[config.mk]
export PLATFORM = sky130hd
export DESIGN_NAME = qspi_target
export DESIGN_NICKNAME = d
export VERILOG_FILES = /design/src/rtl/qspi_target.sv
export SDC_FILE = /design/constraint.sdc
export NUM_CORES = 1
export LEC_CHECK = 0
export CAP_MARGIN = 40
export CORE_UTILIZATION = 40
export CTS_BUF_LIST = sky130_fd_sc_hd__clkbuf_4
export DETAILED_ROUTE_END_ITERATION = 8
export HOLD_SLACK_MARGIN = 0.05
export PLACE_DENSITY_LB_ADDON = 0.15
export SYNTH_ARGS = -nofsm -noshare
export SYNTH_HDL_FRONTEND = slang
export SYNTH_SLANG_ARGS = --single-unit
[constraint.sdc]
create_clock -name clk -period 2.41 [get_ports clk]
set_input_delay 0.723 -clock clk [delete_from_list [all_inputs] [get_ports clk]]
set_output_delay 0.723 -clock clk [all_outputs]
set_load 0.005 [all_outputs]
[src/rtl/qspi_target.sv]
// Quad-SPI target: oversamples SCK/CS_N/COPI in the clk domain, decodes a
// command/address frame and performs one register-bus access per frame.
module qspi_target #(
   parameter int ADDR_W      = 8,
   parameter int DUMMY_NIB   = 2,
   parameter int SYNC_STAGES = 2
) (
   input  logic              clk,
   input  logic              rst_n,
   input  logic              CS_N,
   input  logic              SCK,
   input  logic [3:0]        COPI,
   output logic [3:0]        CIPO,
   output logic              cipo_oe,
   output logic [ADDR_W-1:0] bus_addr,
   output logic              bus_we,
   output logic [3:0]        bus_be,
   output logic [31:0]       bus_wdata,
   output logic              bus_re,
   input  logic [31:0]       bus_rdata,
   output logic              busy
);

   typedef enum logic [2:0] {
      S_IDLE, S_CMD, S_ADDR, S_WDATA, S_DUMMY, S_RDATA, S_DONE, S_ERR
   } state_t;

   localparam logic [7:0] ADDR_LAST = 8'(ADDR_W / 4 - 1);
   localparam logic [7:0] DUMMY_CNT = 8'(DUMMY_NIB);

   logic [SYNC_STAGES-1:0]      sck_sync_q, sck_sync_d;
   logic [SYNC_STAGES-1:0]      cs_sync_q, cs_sync_d;
   logic [SYNC_STAGES-1:0][3:0] copi_sync_q, copi_sync_d;
   logic                        sck_prev_q, sck_prev_d;
   logic                        cs_prev_q, cs_prev_d;

   state_t            state_q, state_d;
   logic [7:0]        cnt_q, cnt_d;
   logic              rd_q, rd_d;
   logic [1:0]        size_q, size_d;
   logic [ADDR_W-1:0] addr_q, addr_d;
   logic [31:0]       data_q, data_d;
   logic              rd_lat_q, rd_lat_d;

   logic [3:0]        cipo_q, cipo_d;
   logic              cipo_oe_q, cipo_oe_d;
   logic [ADDR_W-1:0] bus_addr_q, bus_addr_d;
   logic              bus_we_q, bus_we_d;
   logic [3:0]        bus_be_q, bus_be_d;
   logic [31:0]       bus_wdata_q, bus_wdata_d;
   logic              bus_re_q, bus_re_d;
   logic              busy_q, busy_d;

   logic              sck_s, cs_s;
   logic [3:0]        copi_s;
   logic              rise, fall, cs_fall;
   logic [7:0]        n_nib;
   logic [ADDR_W-1:0] addr_next;
   logic [31:0]       data_shift_in;
   logic [31:0]       rd_shifted;
   logic [3:0]        be_base;
   logic              bad_access;

   assign sck_s   = sck_sync_q[SYNC_STAGES-1];
   assign cs_s    = cs_sync_q[SYNC_STAGES-1];
   assign copi_s  = copi_sync_q[SYNC_STAGES-1];
   assign rise    = sck_s & ~sck_prev_q;
   assign fall    = ~sck_s & sck_prev_q;
   assign cs_fall = ~cs_s & cs_prev_q;

   assign n_nib         = 8'd2 << size_q;
   assign addr_next     = {addr_q[ADDR_W-5:0], copi_s};
   assign data_shift_in = {data_q[27:0], copi_s};
   assign rd_shifted    = bus_rdata >> {addr_q[1:0], 3'b000};

   always_comb begin
      case (size_q)
         2'd0:    be_base = 4'h1;
         2'd1:    be_base = 4'h3;
         default: be_base = 4'hF;
      endcase
   end

   assign bad_access = (size_q == 2'd3) ||
                       (size_q == 2'd1 && addr_next[0]) ||
                       (size_q == 2'd2 && addr_next[1:0] != 2'b00);

   always_comb begin
      sck_sync_d[0]  = SCK;
      cs_sync_d[0]   = CS_N;
      copi_sync_d[0] = COPI;
      for (int i = 1; i < SYNC_STAGES; i++) begin
         sck_sync_d[i]  = sck_sync_q[i-1];
         cs_sync_d[i]   = cs_sync_q[i-1];
         copi_sync_d[i] = copi_sync_q[i-1];
      end
      sck_prev_d = sck_s;
      cs_prev_d  = cs_s;

      state_d     = state_q;
      cnt_d       = cnt_q;
      rd_d        = rd_q;
      size_d      = size_q;
      addr_d      = addr_q;
      data_d      = data_q;
      rd_lat_d    = bus_re_q;
      cipo_d      = cipo_q;
      bus_addr_d  = bus_addr_q;
      bus_we_d    = 1'b0;
      bus_be_d    = bus_be_q;
      bus_wdata_d = bus_wdata_q;
      bus_re_d    = 1'b0;

      // Read word is left-aligned so the first nibble to send sits in [31:28].
      if (rd_lat_q) begin
         case (size_q)
            2'd0:    data_d = {rd_shifted[7:0], 24'h0};
            2'd1:    data_d = {rd_shifted[15:0], 16'h0};
            default: data_d = rd_shifted;
         endcase
      end

      if (cs_s) begin
         state_d = S_IDLE;
      end else begin
         case (state_q)
            S_IDLE: begin
               if (cs_fall) begin
                  state_d = S_CMD;
                  cnt_d   = 8'd0;
                  data_d  = 32'h0;
               end
            end
            S_CMD: begin
               if (rise) begin
                  if (cnt_q == 8'd0) begin
                     rd_d  = copi_s[3];
                     cnt_d = 8'd1;
                  end else begin
                     size_d  = copi_s[1:0];
                     cnt_d   = 8'd0;
                     state_d = S_ADDR;
                  end
               end
            end
            S_ADDR: begin
               if (rise) begin
                  addr_d = addr_next;
                  cnt_d  = cnt_q + 8'd1;
                  if (cnt_q == ADDR_LAST) begin
                     cnt_d = 8'd0;
                     if (bad_access) begin
                        state_d = S_ERR;
                     end else if (rd_q) begin
                        state_d    = S_DUMMY;
                        bus_re_d   = 1'b1;
                        bus_addr_d = {addr_next[ADDR_W-1:2], 2'b00};
                     end else begin
                        state_d = S_WDATA;
                     end
                  end
               end
            end
            S_WDATA: begin
               if (rise) begin
                  data_d = data_shift_in;
                  cnt_d  = cnt_q + 8'd1;
                  if (cnt_q == n_nib - 8'd1) begin
                     state_d     = S_DONE;
                     bus_we_d    = 1'b1;
                     bus_addr_d  = {addr_q[ADDR_W-1:2], 2'b00};
                     bus_be_d    = be_base << addr_q[1:0];
                     bus_wdata_d = data_shift_in << {addr_q[1:0], 3'b000};
                  end
               end
            end
            S_DUMMY: begin
               if (rise && cnt_q != DUMMY_CNT) begin
                  cnt_d = cnt_q + 8'd1;
               end else if (fall && cnt_q == DUMMY_CNT) begin
                  state_d = S_RDATA;
                  cnt_d   = 8'd0;
                  cipo_d  = data_q[31:28];
                  data_d  = {data_q[27:0], 4'h0};
               end
            end
            S_RDATA: begin
               if (rise) begin
                  cnt_d = cnt_q + 8'd1;
                  if (cnt_q == n_nib - 8'd1) begin
                     state_d = S_DONE;
                  end
               end else if (fall) begin
                  cipo_d = data_q[31:28];
                  data_d = {data_q[27:0], 4'h0};
               end
            end
            default: begin
            end
         endcase
      end

      if (state_d != S_RDATA) begin
         cipo_d = 4'h0;
      end
      cipo_oe_d = (state_d == S_DUMMY) || (state_d == S_RDATA);
      busy_d    = (state_d != S_IDLE);
   end

   always_ff @(posedge clk) begin
      if (!rst_n) begin
         sck_sync_q  <= '0;
         // CS_N history clears to "selected" so a CS_N already low at reset
         // release is not mistaken for a fresh falling edge.
         cs_sync_q   <= '0;
         copi_sync_q <= '0;
         sck_prev_q  <= 1'b0;
         cs_prev_q   <= 1'b0;
         state_q     <= S_IDLE;
         cnt_q       <= 8'd0;
         rd_q        <= 1'b0;
         size_q      <= 2'd0;
         addr_q      <= '0;
         data_q      <= 32'h0;
         rd_lat_q    <= 1'b0;
         cipo_q      <= 4'h0;
         cipo_oe_q   <= 1'b0;
         bus_addr_q  <= '0;
         bus_we_q    <= 1'b0;
         bus_be_q    <= 4'h0;
         bus_wdata_q <= 32'h0;
         bus_re_q    <= 1'b0;
         busy_q      <= 1'b0;
      end else begin
         sck_sync_q  <= sck_sync_d;
         cs_sync_q   <= cs_sync_d;
         copi_sync_q <= copi_sync_d;
         sck_prev_q  <= sck_prev_d;
         cs_prev_q   <= cs_prev_d;
         state_q     <= state_d;
         cnt_q       <= cnt_d;
         rd_q        <= rd_d;
         size_q      <= size_d;
         addr_q      <= addr_d;
         data_q      <= data_d;
         rd_lat_q    <= rd_lat_d;
         cipo_q      <= cipo_d;
         cipo_oe_q   <= cipo_oe_d;
         bus_addr_q  <= bus_addr_d;
         bus_we_q    <= bus_we_d;
         bus_be_q    <= bus_be_d;
         bus_wdata_q <= bus_wdata_d;
         bus_re_q    <= bus_re_d;
         busy_q      <= busy_d;
      end
   end

   assign CIPO      = cipo_q;
   assign cipo_oe   = cipo_oe_q;
   assign bus_addr  = bus_addr_q;
   assign bus_we    = bus_we_q;
   assign bus_be    = bus_be_q;
   assign bus_wdata = bus_wdata_q;
   assign bus_re    = bus_re_q;
   assign busy      = busy_q;

endmodule

# --- Yosys cells after proc, flatten, opt, wreduce, memory -nomap -nowiden ---
# Cells that the tools add are included.
word_totals:
  out_inout_bits: 52
  ff_bits: 121
  input_bits: 40
op_classes:
  n_reduce_logical: 26
  n_mux: 47
  n_addsub: 2
  n_eq_ne: 29
  n_shift: 4
  n_bitwise: 12
op_table:
  columns: ["op", "count"]
  rows:
  - ["$mux 32", 8]
  - ["$pmux 32 s4", 1]
  - ["$mux 8", 13]
  - ["$pmux 32 s2", 1]
  - ["$pmux 8 s5", 1]
  - ["$mux 3", 12]
  - ["$shl 32x5->32", 1]
  - ["$shr 32x5->32", 1]
  - ["$ne 2x2->1 const B", 12]
  - ["$mux 4", 4]
  - ["$pmux 4 s2", 2]
  - ["$pmux 8 s2", 1]
  - ["$pmux 3 s5", 1]
  - ["$eq 3x3->1 const B", 4]
  - ["$reduce_and 4->1", 3]
  - ["$not 1->1", 9]
  - ["$add 8x1->8 const B", 1]
  - ["$eq 8x1->1 const B", 1]
  - ["$eq 8x2->1 const B", 1]
  - ["$eq 8x8->1", 1]
  - ["$logic_not 8->1", 1]
  - ["$ne 8x2->1 const B", 1]
  - ["$reduce_and 8->1", 1]
  - ["$shl 2x2->8 const A", 1]
  - ["other kinds (23)", 38]

# --- Logic depth before layout (Yosys ltp) ---
logic_depth:
  ltp_word: 11
  depth_mapped: 8
  depth_no_buf: 7

# --- Worst setup path before layout ---
# No wires, ideal clock.
synth_timing:
  kind: "flip-flop to flip-flop"
  start: "register cnt_q[0]"
  end: "register cnt_q[1]"
  arrival_ns: 2.420
  setup_time_ns: 0.067
  path_slack_ns: -0.078
  synth_period_minus_slack_ns: 2.488
  path_stages_with_launch: 9
  t_required_ns: 2.343
  cell_sequence: "dfxtp_1 inv_1 ha_1 or3b_2 o311a_1 a2111o_1 buf_6 or3b_1 a21oi_2"
synth_via:
  elab_chain_cells: 4
  elab_cells_between_ends: 13
  cone_classes: "add/sub (1); eq/ne (4); mux (5); reduce/logical (3)"
synth_rtl:
  columns: ["item", "line", "text"]
  rows:
  - ["from (decl)", "38", "logic [7:0] cnt_q, cnt_d;"]
  - ["from (signal assigned)", "241", "cnt_q <= cnt_d;"]
  - ["$add 8x1->8, or another cell as far along", null, null]
  - ["$mux 8, or another cell as far along", "150", "if (cnt_q == ADDR_LAST) begin"]
  - ["$mux 8, or another cell as far along", "147", "if (rise) begin"]
  - ["$pmux 8 s5 / $reduce_and 7->1 (equally long branches)", null, null]
# Parallel ways exist; a longest one is shown, timed or not. The select of a mux whose other input is x is not followed.
# A chain may end at the register's enable or synchronous reset.

# --- Worst setup path after layout ---
# Ends and elaborated chain as after synthesis.

==> reports/metrics.yaml <==
finalWirelength_um: 19900
hp-class: "reg -> reg"
grt_max_degree: 41
cap_violations: 0
hold_end: "cs_sync_q[1]"
overflow: 0
synth_top_family_by_area: "compound AO/OA/AOI/OAI gates"
antenna_left: 0
io_buffers: 89
ys.warnings.count: 0
ys.flop_type: "dfxtp_1"
regToRegSetupSlack_ps: 50
yosys-top-cells-area: "dfxtp_1 (38%), mux2i_1 (8.8%), a21oi_1 (4.6%)"
avgViaCountPerCell: 5.75
synth-seq-area-share_pct: 37.9
place_area_sq_mm: 0.00770
drt_iter0_drc: 583
drive_gt1_share_pct: 17.1
regArea_sq_mm: 0.00239
power.total_mw: 3.69
cts_hold_buf: 0
fp.dieArea_sq_mm: 0.0162
cts_tree: "yes"
rr_endpoint: "cnt_q[1]"
dr.pass1.iters: 7
grt.total_usage_pct: 25.0
synth-simple-area-share_pct: 19.3
synthAdderAreaFrac_pct: 0.796
final.period_utilization_pct: 98.0
swShare_pct: 26.4
cp-end-kind: "flip-flop"
reg2reg_from: "cnt_q[0]"
root_buffer: "clkbuf_4"
critPathRequiredTime_ps: 2920
fin_area_sq_mm: 0.00803
synthArstFlopShare_pct: 0
ys_seq_elements: 119
syn_area_sq_mm: 0.00629
combPwrFrac_pct: 6.7
synth_compound_area_share_pct: 23.9
vias: 6094
num-nets-final: 880
skew_ps: 14.5
path_max_fanout: 6
p_seq_share_pct: 54.0
yosysMostFrequentCell: "dfxtp_1"
grt_pass1_wl_um: 31000
ir_drop_uv: 365
rsz0062_at_grt: "yes"
dp_hpwl_um: 14400
synthDistinctLibCells: 66
finalMaxSlewViolations: 0
multiInputGateArea_sq_mm: 0.00363
gp_congestion: 0.926
p_int_mw: 2.72
clk_pin_slew_ps: 120
synth-xor-area-share_pct: 0
remaining_drc_errors: 0
grt_antenna_before_repair: 1
cts_buffers: 17
n_fill_cell: 1457
startpoint_type: "flip-flop"
pwr-share-clk_pct: 39.3
antenna_cells: 0
p_sw_mw: 0.976
hold_viol: 0
cts_sinks: 119
syn_to_final_growth_pct: 27.7
start_util_pct: 41.2
core-area_sq_mm: 0.0153
max_freq_ghz: 0.423
synth_cells: 730
syn_area_per_cell_sq_um: 8.62
yosys.area.top_type: "dfxtp_1"
h-tree-depth: 4
arrival_ps: 2870
setup_viol: 0
maxSlewHeadroom_pct: 46.4
dieHeight_um: 127
leakage_nw: 2.70
clk_latency_ps: 570
hold_ws_ps: 432
synth.area.mux_share_pct: 12.7
utilization_pct: 52.6
first_global_vias: 5782
whs_path_depth: 1
fp.dieW_um: 127
worst-setup-path-type: "reg -> reg"
outcome: "complete, no violations"
clock_path_buffers: 2
worst_slew_pin_slew_ps: 783
row_count: 45
ios: 92
synth_edf_count: 0
synth.top_cell.area_share_pct: 37.9
worstHoldStart: "cs_sync_q[0]"
power_density_mw_per_mm2: 460
ff2ff_path_depth: 7
wl_per_cell_um: 18.8
fin_crit_ps: 2360
yosys-top-cells-count: "dfxtp_1 (119), nand2_1 (70), a21oi_1 (58), mux2i_1 (55), clkbuf_1 (49)"
## layout by cell type (no fill, tap or decap), drive strengths merged, types with 5 or more instances in the layout
| master | count |
|---|---|
| clkdlybuf4s50 | 89 |
| a21oi | 59 |
| nor4 | 6 |
| a22oi | 9 |
| a32o | 8 |
| clkinv | 8 |
| nand2b | 7 |
| nor3 | 16 |
| nand2 | 70 |
| a211oi | 23 |
| o22ai | 6 |
| nor2 | 47 |
| clkbuf | 17 |
| mux2i | 55 |
| nand3 | 32 |
| dfxtp | 119 |
| and2 | 18 |
| o21ai | 11 |
| or3 | 14 |
| nand3b | 5 |
| o211ai | 25 |
| buf | 61 |
| a22o | 17 |
| o2bb2ai | 17 |
| inv | 19 |
| mux2 | 14 |
| or2 | 10 |
| nor2b | 9 |
## per-layer routing
layer / routed length (um) / up-vias / global-route usage [%]
met4: 574 / 0 / 9.73
li1: - / 2903 / -
met3: 1050 / 44 / 5.78
met5: 0 / - / 0
met2: 9800 / 213 / 41.9
met1: 8510 / 2934 / 31.1
## how the worst max path moves through the flow
stage	startpoint	to	slack [ps]	depth (start not counted)
2_1_floorplan	cnt_q[0]	cnt_q[1]	-20	8
3_3_place_gp	cnt_q[4]	cnt_q[7]	2	5
3_5_place_dp	cnt_q[4]	cnt_q[7]	-20	5
4_1_cts	cnt_q[0]	data_q[27]	20	7
5_1_grt	cnt_q[0]	cnt_q[1]	-30	7
6_report	cnt_q[0]	cnt_q[1]	50	7
## logic make-up after synthesis
logic type,after synthesis
AND/OR/NAND/NOR,246
flip-flops,119
AO/OA/AOI/OAI,205
multiplexers,73
other,1
buffers and inverters,82
adder cells (fa/ha/maj),4
## flip-flops by register name, summed over array words and instances, names as in the netlist, 6 cells and up
register,flops
bus_addr,6
bus_wdata,32
data_q,32
addr_q,8
cnt_q,8
## layout make-up
cell class                      instances  area share, %
Sequential cell                       119           29.7
Clock buffer                           17           1.59
Timing Repair Buffer                  150           17.4
Tap cell                              211           3.29
Multi-Input combinational cell        530           45.2
Inverter                               18          0.841
Clock inverter                         15           1.90
## worst max-delay path, stage by stage (launching register included)
cell	delay (ps)
dfxtp_2	340
inv_2	70
ha_4	110
or3b_4	370
o311a_1	380
a2111o_1	500
or3b_1	410
a21oi_2	120
## through the flow
step	TNS [ps]	worst slack, ps	cells
floorplan	-22.5	-22.5	731
global placement	0	1.94	1028
detailed placement	-24.9	-16.0	1028
CTS	0	24.2	1060
global route	-28.0	-28.0	1060
finish	0	48.0	1060
## power groups by stage
stage	Combinational, mW	Sequential (mW)	Clock [mW]
floorplan	0.114	2.03	0
global route	0.264	1.99	1.58
finish	0.247	1.99	1.45
CTS	0.244	1.99	1.48
global placement	0.237	2.04	0
detailed placement	0.242	2.04	0
## repair_timing
item	CTS	global route
pin swaps	0	8
gates resized for setup	2	9
setup buffers	0	0
setup endpoints to repair	11	50
cloned	0	0
(Power assumes the default switching activity.)
